[src/rtl/cmd_conditioner.sv]
// cmd_conditioner: conditions raw push-buttons and switches into one-cycle
// load/up/down command pulses plus a registered load value for the counter.
// Per channel: 2-flop synchroniser, debounce filter, rising-edge detector,
// then a fixed-priority arbiter (load > up > down).
// Optional macro HOLD_REPEAT_EN: up/down auto-repeat while the button is held.
module cmd_conditioner #(
    parameter int unsigned DATA_WIDTH      = 5,
    parameter int unsigned DEBOUNCE_CYCLES = 16,
    parameter int unsigned REPEAT_DELAY    = 50,
    parameter int unsigned REPEAT_PERIOD   = 10
) (
    input  logic                  i_clk,
    input  logic                  i_rst,
    input  logic                  i_btn_up,
    input  logic                  i_btn_down,
    input  logic                  i_btn_load,
    input  logic [DATA_WIDTH-1:0] i_sw,
    output logic                  o_load,
    output logic                  o_up,
    output logic                  o_down,
    output logic [DATA_WIDTH-1:0] o_load_data
);

    localparam int unsigned NCH     = 3;
    localparam int unsigned CH_LOAD = 0;
    localparam int unsigned CH_UP   = 1;
    localparam int unsigned CH_DOWN = 2;
    localparam int unsigned CNT_W   = (DEBOUNCE_CYCLES > 2) ? $clog2(DEBOUNCE_CYCLES) : 1;

    logic [NCH-1:0]        btn_raw;
    logic [NCH-1:0]        btn_s1;
    logic [NCH-1:0]        btn_s2;
    logic [NCH-1:0]        db;
    logic [NCH-1:0]        db_d;
    logic [CNT_W-1:0]      cnt [NCH];
    logic [DATA_WIDTH-1:0] sw_s1;
    logic [DATA_WIDTH-1:0] sw_s2;
    logic [NCH-1:0]        edge_c;
    logic [NCH-1:0]        req_c;

    assign btn_raw = {i_btn_down, i_btn_up, i_btn_load};

    // Two-flop synchronisers for buttons and switch bus
    always_ff @(posedge i_clk) begin
        if (i_rst) begin
            btn_s1 <= '0;
            btn_s2 <= '0;
            sw_s1  <= '0;
            sw_s2  <= '0;
        end else begin
            btn_s1 <= btn_raw;
            btn_s2 <= btn_s1;
            sw_s1  <= i_sw;
            sw_s2  <= sw_s1;
        end
    end

    // Debounce: accept a new level only after DEBOUNCE_CYCLES stable cycles
    always_ff @(posedge i_clk) begin
        if (i_rst) begin
            db   <= '0;
            db_d <= '0;
            for (int i = 0; i < NCH; i++) cnt[i] <= '0;
        end else begin
            db_d <= db;
            for (int i = 0; i < NCH; i++) begin
                if (btn_s2[i] == db[i]) begin
                    cnt[i] <= '0;
                end else if (cnt[i] == CNT_W'(DEBOUNCE_CYCLES - 1)) begin
                    db[i]  <= btn_s2[i];
                    cnt[i] <= '0;
                end else begin
                    cnt[i] <= cnt[i] + CNT_W'(1);
                end
            end
        end
    end

    assign edge_c = db & ~db_d;

`ifdef HOLD_REPEAT_EN
    localparam int unsigned REP_MAX = (REPEAT_DELAY > REPEAT_PERIOD) ? REPEAT_DELAY : REPEAT_PERIOD;
    localparam int unsigned REP_W   = $clog2(REP_MAX + 1);

    logic [REP_W-1:0] rep_cnt [2];
    logic [1:0]       rep_first;
    logic [1:0]       rep_fire_c;

    // Repeat request once the held time reaches the initial delay, then each period
    always_comb begin
        rep_fire_c = '0;
        for (int j = 0; j < 2; j++) begin
            rep_fire_c[j] = db[j+1] && db_d[j+1] &&
                (rep_cnt[j] == (rep_first[j] ? REP_W'(REPEAT_DELAY) : REP_W'(REPEAT_PERIOD)));
        end
    end

    // Per-channel hold timer for up/down; cleared whenever the debounced level is low
    always_ff @(posedge i_clk) begin
        if (i_rst) begin
            rep_first <= '1;
            for (int j = 0; j < 2; j++) rep_cnt[j] <= '0;
        end else begin
            for (int j = 0; j < 2; j++) begin
                if (!db[j+1]) begin
                    rep_cnt[j]   <= '0;
                    rep_first[j] <= 1'b1;
                end else if (edge_c[j+1]) begin
                    rep_cnt[j]   <= REP_W'(1);
                    rep_first[j] <= 1'b1;
                end else if (rep_fire_c[j]) begin
                    rep_cnt[j]   <= REP_W'(1);
                    rep_first[j] <= 1'b0;
                end else begin
                    rep_cnt[j]   <= rep_cnt[j] + REP_W'(1);
                end
            end
        end
    end

    assign req_c = edge_c | {rep_fire_c, 1'b0};
`else
    assign req_c = edge_c;
`endif

    // Priority arbiter and registered command outputs; losers are dropped
    always_ff @(posedge i_clk) begin
        if (i_rst) begin
            o_load      <= 1'b0;
            o_up        <= 1'b0;
            o_down      <= 1'b0;
            o_load_data <= '0;
        end else begin
            o_load <= req_c[CH_LOAD];
            o_up   <= req_c[CH_UP] & ~req_c[CH_LOAD];
            o_down <= req_c[CH_DOWN] & ~req_c[CH_UP] & ~req_c[CH_LOAD];
            if (req_c[CH_LOAD]) o_load_data <= sw_s2;
        end
    end

endmodule

[config.mk]
export PLATFORM = sky130hd
export DESIGN_NAME = cmd_conditioner
export DESIGN_NICKNAME = d
export VERILOG_FILES = /design/src/rtl/cmd_conditioner.sv
export SDC_FILE = /design/constraint.sdc
export NUM_CORES = 1
export LEC_CHECK = 0
export ABC_AREA = 1
export BUFFER_PORTS_ARGS = -buffer_cell sky130_fd_sc_hd__buf_4
export CAP_MARGIN = 20
export CORE_MARGIN = 5
export CORE_UTILIZATION = 45
export CTS_CLUSTER_DIAMETER = 100
export CTS_CLUSTER_SIZE = 28
export DETAILED_ROUTE_END_ITERATION = 10
export PLACE_DENSITY = 0.64
export SLEW_MARGIN = 20
export SYNTH_ARGS = -nofsm -noshare
export SYNTH_HDL_FRONTEND = slang
export SYNTH_SLANG_ARGS = --single-unit
[constraint.sdc]
create_clock -name i_clk -period 1.1 [get_ports i_clk]
set_input_delay 0.22 -clock i_clk [delete_from_list [all_inputs] [get_ports i_clk]]
set_output_delay 0.22 -clock i_clk [all_outputs]
set_load 0.03 [all_outputs]
==> metrics.md, run 1 <==
| Metric | Value |
|---|---|
| Post-Route WL | `2.50 mm` |
| Hold_buf cts | `0` |
| DRT Pass-1 Iters | `4` |
| First-pass GRT wire length | `4.36 mm` |
| Number of cell rows | `21` |
| Worst r2r src | `cnt[2][1]$_SDFFCE_PN0P_` |
| Syn Inst Count | `171` |
| Most frequent cells in the layout | `nor2_1 (34), inv_1 (29), nand2_1 (25), dfxtp_1 (25), buf_4 (18)` |
| WP data required | `1.22 ns` |
| Antenna violations before repair | `0` |
| Critical path's slowest cell | `edfxtp_1` |
| Placed insts | `250` |
| CP dominant cell by count | `nand3_4` |
| CTS Buf Count | `5` |
| Finished Layout Cells | `260` |
| Sequential share of the synthesized area | `61.5%` |
| Setup CP Type | `flip-flop to flip-flop` |
| Crit share post-route | `100%` |
| GPL Wtd Cong | `0.702` |
| Layout cells sized above 1 | `29.0%` |
| Area growth, synth to finish | `32.9%` |
| Vias in the first global route | `1,098` |
| Critical path origin | `cnt[2][1]$_SDFFCE_PN0P_` |
| Min-delay src | `i_sw[3]` |
| Clock tree sinks | `42` |
| Crit path DAT | `1.22 ns` |
| Via Count | `1,104` |
| Failing checks | `negative setup slack` |
| DR iter-0 viols | `35` |
| CTS H-tree lvls | `2` |
| Yosys warns | `0` |
| Final Max Tran Viols | `0` |
| Peak Freq | `908 MHz` |
| Vias/cell | `4.25` |
| Max Root-Sink Buffers | `2` |
| CTS tree | `built` |
| Final core occ | `62.2%` |
| Static Leak | `0.937 nW` |
| Wire per inst | `9.61 µm` |
| Die Y | `68.9 µm` |
| Min-delay worst type | `primary input to flip-flop` |
| Nets | `226` |
| GR Util met3 | `4.38%` |
| Maxcap violations | `0` |
| Maximum VDD drop | `0.985 mV` |
| Final ANT Viol Nets | `0` |
| Later-pin clock latency in the skew report | `0.34 ns` |
| #FFs+latches synth | `42` |
| Port bufs | `17` |
| Largest net degree at the start of global routing | `18` |
| Final setup fails | `1` |
| Core area | `3340 µm²` |
| Crit Path Max Fanout | `4` |
| Pwr Density | `1270 nW/µm²` |
| Met2 GRT Util | `22.0%` |
| Hold WS | `0.0703 ns` |
| Commonest non-fill, non-tap cell in the layout | `nor2_1` |
| Syn_area_per_cell | `9.13 µm²` |
| Outcome | `finished, violations left` |
| Met1 GRT Util | `13.3%` |
| Slowest cell delay on critical path | `0.42 ns` |
| Crit start category | `flip-flop` |
| Diode count | `0` |
| Die ar. | `4750 µm²` |
| Clock-pin slew on the worst setup and hold paths | `0.11 ns` |
| GRT Overall Usage | `12.8%` |
| Netlist cell types | `17` |
| Unrepaired setup endpoints after global routing | `true` |
| CTS root buffer | `clkbuf_4` |
| Grt ovf | `0` |
| Final WS setup | `-0.00103 ns` |
| Critical-path cell list | `ha_4 > nand3_4 > nand3_4 > nor2_1` |
| Mapped Area | `1560 µm²` |
| I/O Pins | `18` |
| Setup TNS Final | `-0.00103 ns` |
| Initial Util | `46.8%` |
| GR peak layer | `met2` |
| Worst clock skew | `0.00512 ns` |
| Final hold violation count | `0` |
| Post-DP HPWL | `1.79 mm` |
| DRC viols | `0` |
| Crit path capture type | `flip-flop` |
| Die X-Extent | `68.9 µm` |
| Final min period | `1.10 ns` |
-- worst paths after layout --
path | end | slack (ns) | cells past startpoint
worst max-delay path | cnt[2][1]$_SDFFCE_PN0P_ | -0.001 | 4
worst min-delay path | sw_s1[3]$_SDFF_PP0_ | 0.07 | 3
worst max register to register | cnt[2][1]$_SDFFCE_PN0P_ | -0.001 | 4
worst min register to register | o_down$_SDFF_PP0_ | 0.40 | 1
-- timing repair --
item / in CTS / in global routing
resized for setup: 8 / 29
endpoints found under the setup margin: 16 / 20
pin swaps: 5 / 8
setup buffers: 2 / 0
gates cloned: 0 / 0
-- flip-flops by register name, indices dropped and copies added (netlist names) --
register / count
btn_s1: 3
btn_s2: 3
cnt: 12
db: 3
db_d: 3
o_down: 1
o_load: 1
o_load_data: 5
o_up: 1
sw_s1: 5
sw_s2: 5
-- area by class of cell --
class / instances / area, µm²
Inverter: 29 / 109
Timing Repair Buffer: 27 / 236
Clock inverter: 1 / 5.00
Sequential cell: 42 / 967
Clock buffer: 7 / 55.1
Multi-Input combinational cell: 108 / 644
Tap cell: 46 / 57.6
Fill cell: 311 / 1260
-- synth_stat cells (all sizes together) --
master | count | area share, %
or2 | 1 | 0.40
nand2 | 27 | 6.7
a21oi | 1 | 0.32
nand4 | 3 | 1.2
xnor2 | 3 | 1.7
inv | 29 | 7.0
conb | 1 | 0.24
nor2 | 42 | 11
nand3 | 14 | 4.5
buf | 3 | 2.4
dfxtp | 30 | 38
nor3 | 2 | 0.64
edfxtp | 12 | 23
ha | 3 | 2.4
-- layer usage --
metal / up-vias / wire length (µm)
li1: 592 / -
met1: 490 / 1000
met2: 15 / 1320
met3: 7 / 108
met4: 0 / 61
met5: - / 0
-- through the flow --
step	cell area, µm²	worst slack (ns)	power, W
after floorplan	1620	-0.000199	0.00180
after global placement	1830	-0.0147	0.00184
after detailed placement	1830	-0.0736	0.00185
after CTS	1930	-0.00776	0.00264
after global routing	2070	-0.0680	0.00278
final	2070	-0.00103	0.00263
-- power breakdown --
group	internal [W]	switching, W	leakage (nW)
Sequential	0.00164	0.0000360	0.371
Combinational	0.0000878	0.0000903	0.531
Clock	0.000310	0.000462	0.0353
Total	0.00204	0.000589	0.937
-- kinds of logic after synthesis --
| group | share of synthesized area, % |
|---|---|
| flops | 61.5 |
| compound gates | 0.320 |
| simple gates | 24.4 |
| xor+xnor | 1.68 |
| buf+inv | 9.37 |
| other cells | 0.240 |
| fa+ha+maj | 2.40 |
-- critical path: cells and delay by family, from the launching register on --
family        cells  cell delay [ns]
simple gates      3             0.28
fa+ha+maj         1             0.18
flops             1             0.42
(Power assumes the default switching activity.)
==> run 2: changes to the inputs <==
--- a/config.mk
+++ b/config.mk
@@ -15,4 +15,5 @@
 export DETAILED_ROUTE_END_ITERATION = 10
 export PLACE_DENSITY = 0.64
+export SETUP_SLACK_MARGIN = 0.1
 export SLEW_MARGIN = 20
 export SYNTH_ARGS = -nofsm -noshare
==> constraint.sdc (replaced) <==
create_clock -name i_clk -period 1.1 [get_ports i_clk]
set_input_delay 0.275 -clock i_clk [delete_from_list [all_inputs] [get_ports i_clk]]
set_output_delay 0.275 -clock i_clk [all_outputs]
set_load 0.03 [all_outputs]
==> run 2 against run 1 <==
Effect of this change: the flow still finishes with violations (negative setup slack); clock power is 2% higher; total power is 0.52% higher; final cell count is 1.2% lower; sequential cell count stayed put.
==> metrics.md, run 2 (synthesized netlist as in run 1, its figures left out) <==
| Metric | Value |
|---|---|
| Setup CP Type | `flip-flop to output pin` |
| Storage element area | `971 µm² (+0.39%)` |
| Comb power frac | `6.7% (about the same)` |
| Max Root-Sink Buffers | `2 (unchanged)` |
| DRC viols | `0 (unchanged)` |
| Area post-placement | `1820 µm² (-0.55%)` |
| WP buf/inv | `1 (+1)` |
| Worst clock skew | `0.0184 ns (+0.0133 ns)` |
| Static Leak | `0.926 nW (-1.2%)` |
| Die X-Extent | `68.9 µm (unchanged)` |
| Design area | `2070 µm² (-0.24%)` |
| Crit path capture type | `output pin` |
| Nets | `223 (-1.3%)` |
| Sw Pwr | `0.000650 W (+10%)` |
| Clock network power share | `29.8% (+0.4 points)` |
| Clock-pin slew on the worst setup and hold paths | `0.14 ns (+0.03 ns)` |
| Failing checks | `negative setup slack` |
| GPL Wtd Cong | `0.758 (+8.0%)` |
| Outcome | `finished, violations left` |
| Grt ovf | `0 (unchanged)` |
| Largest net degree at the start of global routing | `16 (-2)` |
| Die Y | `68.9 µm (unchanged)` |
| Port bufs | `17 (unchanged)` |
| Wire per inst | `9.89 µm (+2.9%)` |
| Sequential share of power | `63.6% (-0.2 points)` |
| Diode count | `0 (unchanged)` |
| Final hold violation count | `0 (unchanged)` |
| Later-pin clock latency in the skew report | `0.35 ns (about the same)` |
| Crit path DAT | `0.86 ns (-0.36 ns)` |
| First-pass GRT wire length | `4.16 mm (-4.6%)` |
| Peak Freq | `884 MHz (-2.6%)` |
| Final core occ | `62.0% (-0.15 points)` |
| Pwr Density | `1280 nW/µm² (+0.76%)` |
| Crit start category | `flip-flop` |
| Place WS | `-0.00518 ns (+0.0684 ns)` |
| Final WS setup | `-0.0307 ns (-0.0297 ns)` |
| Crit Path Max Fanout | `2 (-2)` |
| Final Max Tran Viols | `0 (unchanged)` |
| Fillers | `294 (-5.5%)` |
| CTS tree | `built` |
| DR iter-0 viols | `27 (-23%)` |
| Max reg flops | `12 (unchanged)` |
| CTS H-tree lvls | `2 (unchanged)` |
| Final min period | `1.13 ns (+0.0297 ns)` |
| Core area | `3340 µm² (unchanged)` |
| Critical path's slowest cell | `dfxtp_2` |
| DRT Pass-1 Iters | `4 (unchanged)` |
| Final ANT Viol Nets | `0 (unchanged)` |
| Layout cells sized above 1 | `32.2% (+3.3 points)` |
| Clock tree sinks | `42 (unchanged)` |
| CP top delay family | `flip-flops` |
| Min-delay worst type | `primary input to flip-flop` |
| Most frequent cells in the layout | `nor2_1 (30), inv_1 (29), nand2_1 (24), dfxtp_1 (22), buf_4 (16)` |
| Post-DP HPWL | `1.68 mm (-6.4%)` |
| CTS root buffer | `clkbuf_4` |
| Critical-path cell list | `buf_6` |
| Initial Util | `46.8% (unchanged)` |
| Largest Register | `cnt` |
| Die ar. | `4750 µm² (unchanged)` |
| Sw frac | `24.6% (+2.2 points)` |
| Unrepaired setup endpoints after global routing | `true` |
| I/O Pins | `18 (unchanged)` |
| Vias/cell | `4.36 (+2.7%)` |
| Post-Route WL | `2.54 mm (+1.7%)` |
| GRT Overall Usage | `12.1% (-0.66 points)` |
| Maxcap violations | `0 (unchanged)` |
| Area growth, synth to finish | `32.5%` |
| Final setup fails | `7 (+6)` |
| P_int | `0.00199 W (-2.4%)` |
| Antenna violations before repair | `0 (unchanged)` |
| Area occupied by multi-input gates | `661 µm² (+2.5%)` |
| Slowest cell delay on critical path | `0.37 ns (-0.05 ns)` |
| Number of cell rows | `21 (unchanged)` |
| Commonest non-fill, non-tap cell in the layout | `nor2_1` |
| Vias in the first global route | `1,074 (-2.2%)` |
| Maximum VDD drop | `0.886 mV (-10%)` |
| Crit share post-route | `103% (+2.7 points)` |
| CTS Buf Count | `5 (unchanged)` |
| Hold_buf cts | `0 (unchanged)` |
| WP data required | `0.82 ns (-0.40 ns)` |
| Via Count | `1,121 (+1.5%)` |
==> run 2: layout make-up <==
cell class                 instances  area share, %
clock buffer                       5           1.81
clock inverter                     3           1.15
inverter                          29           5.26
multi-input combinational        108           31.9
sequential                        42           46.9
tap                               46           2.78
timing repair buffer              24           10.2
==> run 2: path summary, 6_finish.rpt <==
check	start	endpoint	slack [ns]	cells after the start
min	i_sw[0]	sw_s1[0]$_SDFF_PP0_	0.11	3
min reg2reg	db_d[2]$_SDFF_PP0_	o_down$_SDFF_PP0_	0.39	1
max reg2reg	cnt[0][0]$_SDFFCE_PN0P_	cnt[0][0]$_SDFFCE_PN0P_	0	4
max	o_load_data[2]$_SDFFE_PP0P_	o_load_data[2]	-0.03	1
==> run 2: repair_timing <==
item | in CTS | in global routing
pin swaps | 3 | 6
endpoints found under the hold margin | 0 | 0
setup buffers | 3 | 0
resized for setup | 21 | 19
endpoints found under the setup margin | 22 | 23
==> run 2: per-stage QoR <==
stage | hold WS [ns] | instances | setup TNS [ns] | total power [W]
after floorplan | 0.373 | 182 | 0 | 0.00180
after global placement | 0.384 | 246 | 0 | 0.00184
after detailed placement | 0.388 | 246 | -0.00518 | 0.00184
after CTS | 0.100 | 257 | -0.189 | 0.00264
after global routing | 0.0809 | 257 | -0.949 | 0.00278
final | 0.113 | 257 | -0.106 | 0.00264
==> run 2: power groups by stage <==
stage | logic (W) | clock network [W] | registers [W]
after global routing | 0.000202 | 0.000891 | 0.00169
after CTS | 0.000159 | 0.000813 | 0.00167
final | 0.000177 | 0.000786 | 0.00168
after detailed placement | 0.000141 | 0 | 0.00170
after floorplan | 0.0000991 | 0 | 0.00170
after global placement | 0.000136 | 0 | 0.00170
==> run 2: metal layers <==
| metal | global-route usage, % | share of wire, % |
|---|---|---|
| met1 | 12.1 | 41 |
| met5 | 0 | 0 |
| met4 | 5.84 | 0.98 |
| met3 | 5.51 | 5.4 |
| met2 | 21.2 | 53 |
==> run 3: changes to the inputs <==
- PLACE_DENSITY: 0.64 -> 0.61
- clock period: 1.1 -> 1.11 ns (I/O delays scaled with it)
==> run 3 against run 2 <==
Effect of this change: sequential share of layout area down 0.75 points; design area increased by 1.8%; total power down 1.7%; the run still ends with negative setup slack left; sequential cell count stayed put; sequential power is essentially flat; clock power shrank 3.4%.
==> metrics.md, run 3 (synthesized netlist as in run 1, its figures left out) <==
| Metric | Value |
|---|---|
| Post-Route WL | `2.62 mm (+3.0%)` |
| Storage element area | `972 µm² (+0.13%)` |
| DRT Pass-1 Iters | `4 (unchanged)` |
| Critical path's slowest cell | `dfxtp_2` |
| Place WS | `-0.0101 ns (-0.00493 ns)` |
| Final setup fails | `1 (-6)` |
| Largest net degree at the start of global routing | `14 (-2)` |
| Crit path DAT | `0.83 ns (-0.03 ns)` |
| CTS Buf Count | `5 (unchanged)` |
| Setup CP Type | `flip-flop to output pin` |
| Largest Register | `cnt` |
| Max Root-Sink Buffers | `2 (unchanged)` |
| Sequential share of power | `64.1% (+0.5 points)` |
| Final Max Tran Viols | `0 (unchanged)` |
| Port bufs | `17 (unchanged)` |
| First-pass GRT wire length | `4.39 mm (+5.5%)` |
| Clock network power share | `29.2% (-0.6 points)` |
| CTS H-tree lvls | `2 (unchanged)` |
| Nets | `228 (+2.2%)` |
| Critical-path cell list | `buf_6` |
| Crit start category | `flip-flop` |
| Static Leak | `0.944 nW (+2.0%)` |
| Antenna violations before repair | `0 (unchanged)` |
| Die X-Extent | `68.9 µm (unchanged)` |
| Final hold violation count | `0 (unchanged)` |
| Crit Path Max Fanout | `2 (unchanged)` |
| Sw Pwr | `0.000578 W (-11%)` |
| Die ar. | `4750 µm² (unchanged)` |
| Layout cells sized above 1 | `32.4% (+0.18 points)` |
| Crit path capture type | `output pin` |
| Hold_buf cts | `0 (unchanged)` |
| Commonest non-fill, non-tap cell in the layout | `nor2_1` |
| WP data required | `0.83 ns (about the same)` |
| Fillers | `295 (+0.34%)` |
| Flop-to-flop setup slack | `0.01 ns (about the same)` |
| Area growth, synth to finish | `34.9%` |
| Max reg flops | `12 (unchanged)` |
| Worst clock skew | `0.00751 ns (-0.0109 ns)` |
| Vias/cell | `4.29 (-1.7%)` |
| Grt ovf | `0 (unchanged)` |
| WP buf/inv | `1 (unchanged)` |
| Post-DP HPWL | `1.77 mm (+5.5%)` |
| Area occupied by multi-input gates | `648 µm² (-1.9%)` |
| Min-delay worst type | `primary input to flip-flop` |
| Final ANT Viol Nets | `0 (unchanged)` |
| Final core occ | `63.1% (+1.1 points)` |
| Core area | `3340 µm² (unchanged)` |
| Comb power frac | `6.7% (about the same)` |
| GPL Wtd Cong | `0.685 (-9.6%)` |
| Maximum VDD drop | `0.774 mV (-13%)` |
| CTS tree | `built` |
| GRT Overall Usage | `12.8% (+0.70 points)` |
| Maxcap violations | `0 (unchanged)` |
| Clock tree sinks | `42 (unchanged)` |
| P_int | `0.00202 W (+1.4%)` |
| Diode count | `0 (unchanged)` |
| Initial Util | `46.8% (unchanged)` |
| Via Count | `1,123 (+0.18%)` |
| Later-pin clock latency in the skew report | `0.34 ns (about the same)` |
| Pwr Density | `1230 nW/µm² (-3.4%)` |
| Wire per inst | `9.99 µm (+1.1%)` |
| Final min period | `1.11 ns` |
| Crit share post-route | `100%` |
| Clock-pin slew on the worst setup and hold paths | `0.11 ns (-0.03 ns)` |
| DR iter-0 viols | `29 (+7.4%)` |
| Die Y | `68.9 µm (unchanged)` |
| Most frequent cells in the layout | `nor2_1 (31), inv_1 (29), nand2_1 (24), dfxtp_1 (21), buf_4 (18)` |
| Unrepaired setup endpoints after global routing | `true` |
| Final WS setup | `-0.00112 ns (+0.0296 ns)` |
| Sw frac | `22.3% (-2.4 points)` |
| Failing checks | `negative setup slack` |
| CTS root buffer | `clkbuf_4` |
| Placed insts | `247 (+0.41%)` |
| DRC viols | `0 (unchanged)` |
| Pwr Total | `0.00260 W (-1.7%)` |
| Slowest cell delay on critical path | `0.36 ns (about the same)` |
| Number of cell rows | `21 (unchanged)` |
| Finished Layout Cells | `262 (+1.9%)` |
| Peak Freq | `900 MHz` |
| Outcome | `finished, violations left` |
| CP top delay family | `flip-flops` |
| I/O Pins | `18 (unchanged)` |
| Vias in the first global route | `1,083 (+0.84%)` |
==> run 3: cell types whose count changed in the layout (fill, tap and decap cells not counted), sizes merged <==
cell | previous run | this run
inv | 31 | 29
clkbuf | 5 | 7
buf | 24 | 29
==> run 3: path summary, 6_finish.rpt <==
path	to	cells past startpoint	startpoint
worst min register to register	o_down$_SDFF_PP0_	1	db_d[2]$_SDFF_PP0_
worst max-delay path	o_load_data[2]	1	o_load_data[2]$_SDFFE_PP0P_
worst max register to register	cnt[1][3]$_SDFFCE_PN0P_	4	cnt[1][1]$_SDFFCE_PN0P_
worst min-delay path	btn_s1[1]$_SDFF_PP0_	3	i_btn_up
==> run 3: power groups by stage <==
stage | Clock (W) | Sequential, W | Combinational, W
2_1_floorplan | 0 | 0.00169 | 0.0000982
3_3_place_gp | 0 | 0.00169 | 0.000138
3_5_place_dp | 0 | 0.00169 | 0.000142
4_1_cts | 0.000795 | 0.00165 | 0.000150
5_1_grt | 0.000871 | 0.00167 | 0.000199
6_report | 0.000759 | 0.00166 | 0.000173
==> run 3: metrics by stage <==
step,area [µm²],setup TNS (ns),hold slack [ns]
floorplan,1640,0,0.373
global route,2110,-0.593,0.109
detailed placement,1830,-0.0342,0.382
global placement,1830,0,0.382
finish,2110,-0.00112,0.134
CTS,1970,-0.0486,0.112
==> run 3: what timing repair did <==
action / in CTS / in global routing
buffers inserted: 5 / 2
endpoints found under the setup margin: 20 / 24
gates resized for setup: 18 / 24
pin swaps: 6 / 6
==> run 3: routing by layer <==
layer	routed length (µm)	share of wire (%)	track usage, %	vias to the layer above
met5	0	0	0	-
met4	42	1.6	5.84	0
met3	112	4.3	5.02	5
met2	1340	51	22.0	17
met1	1120	43	13.7	503
li1	-	-	-	598
==> run 3: worst reg2reg max path, cell delays in order, from the launching register on <==
cell      delay, ns
edfxtp_1       0.43
ha_4           0.19
nand3_4        0.08
nand3_4        0.13
nor2_1         0.05
==> run 3: final cells by class <==
cell class	count	area share, %
flip-flops and latches	42	46.2
multi-input cells	108	30.8
repair buffers	29	12.3
inverters	29	5.17
well taps	46	2.73
clock buffers	7	2.61
clock inverters	1	0.238
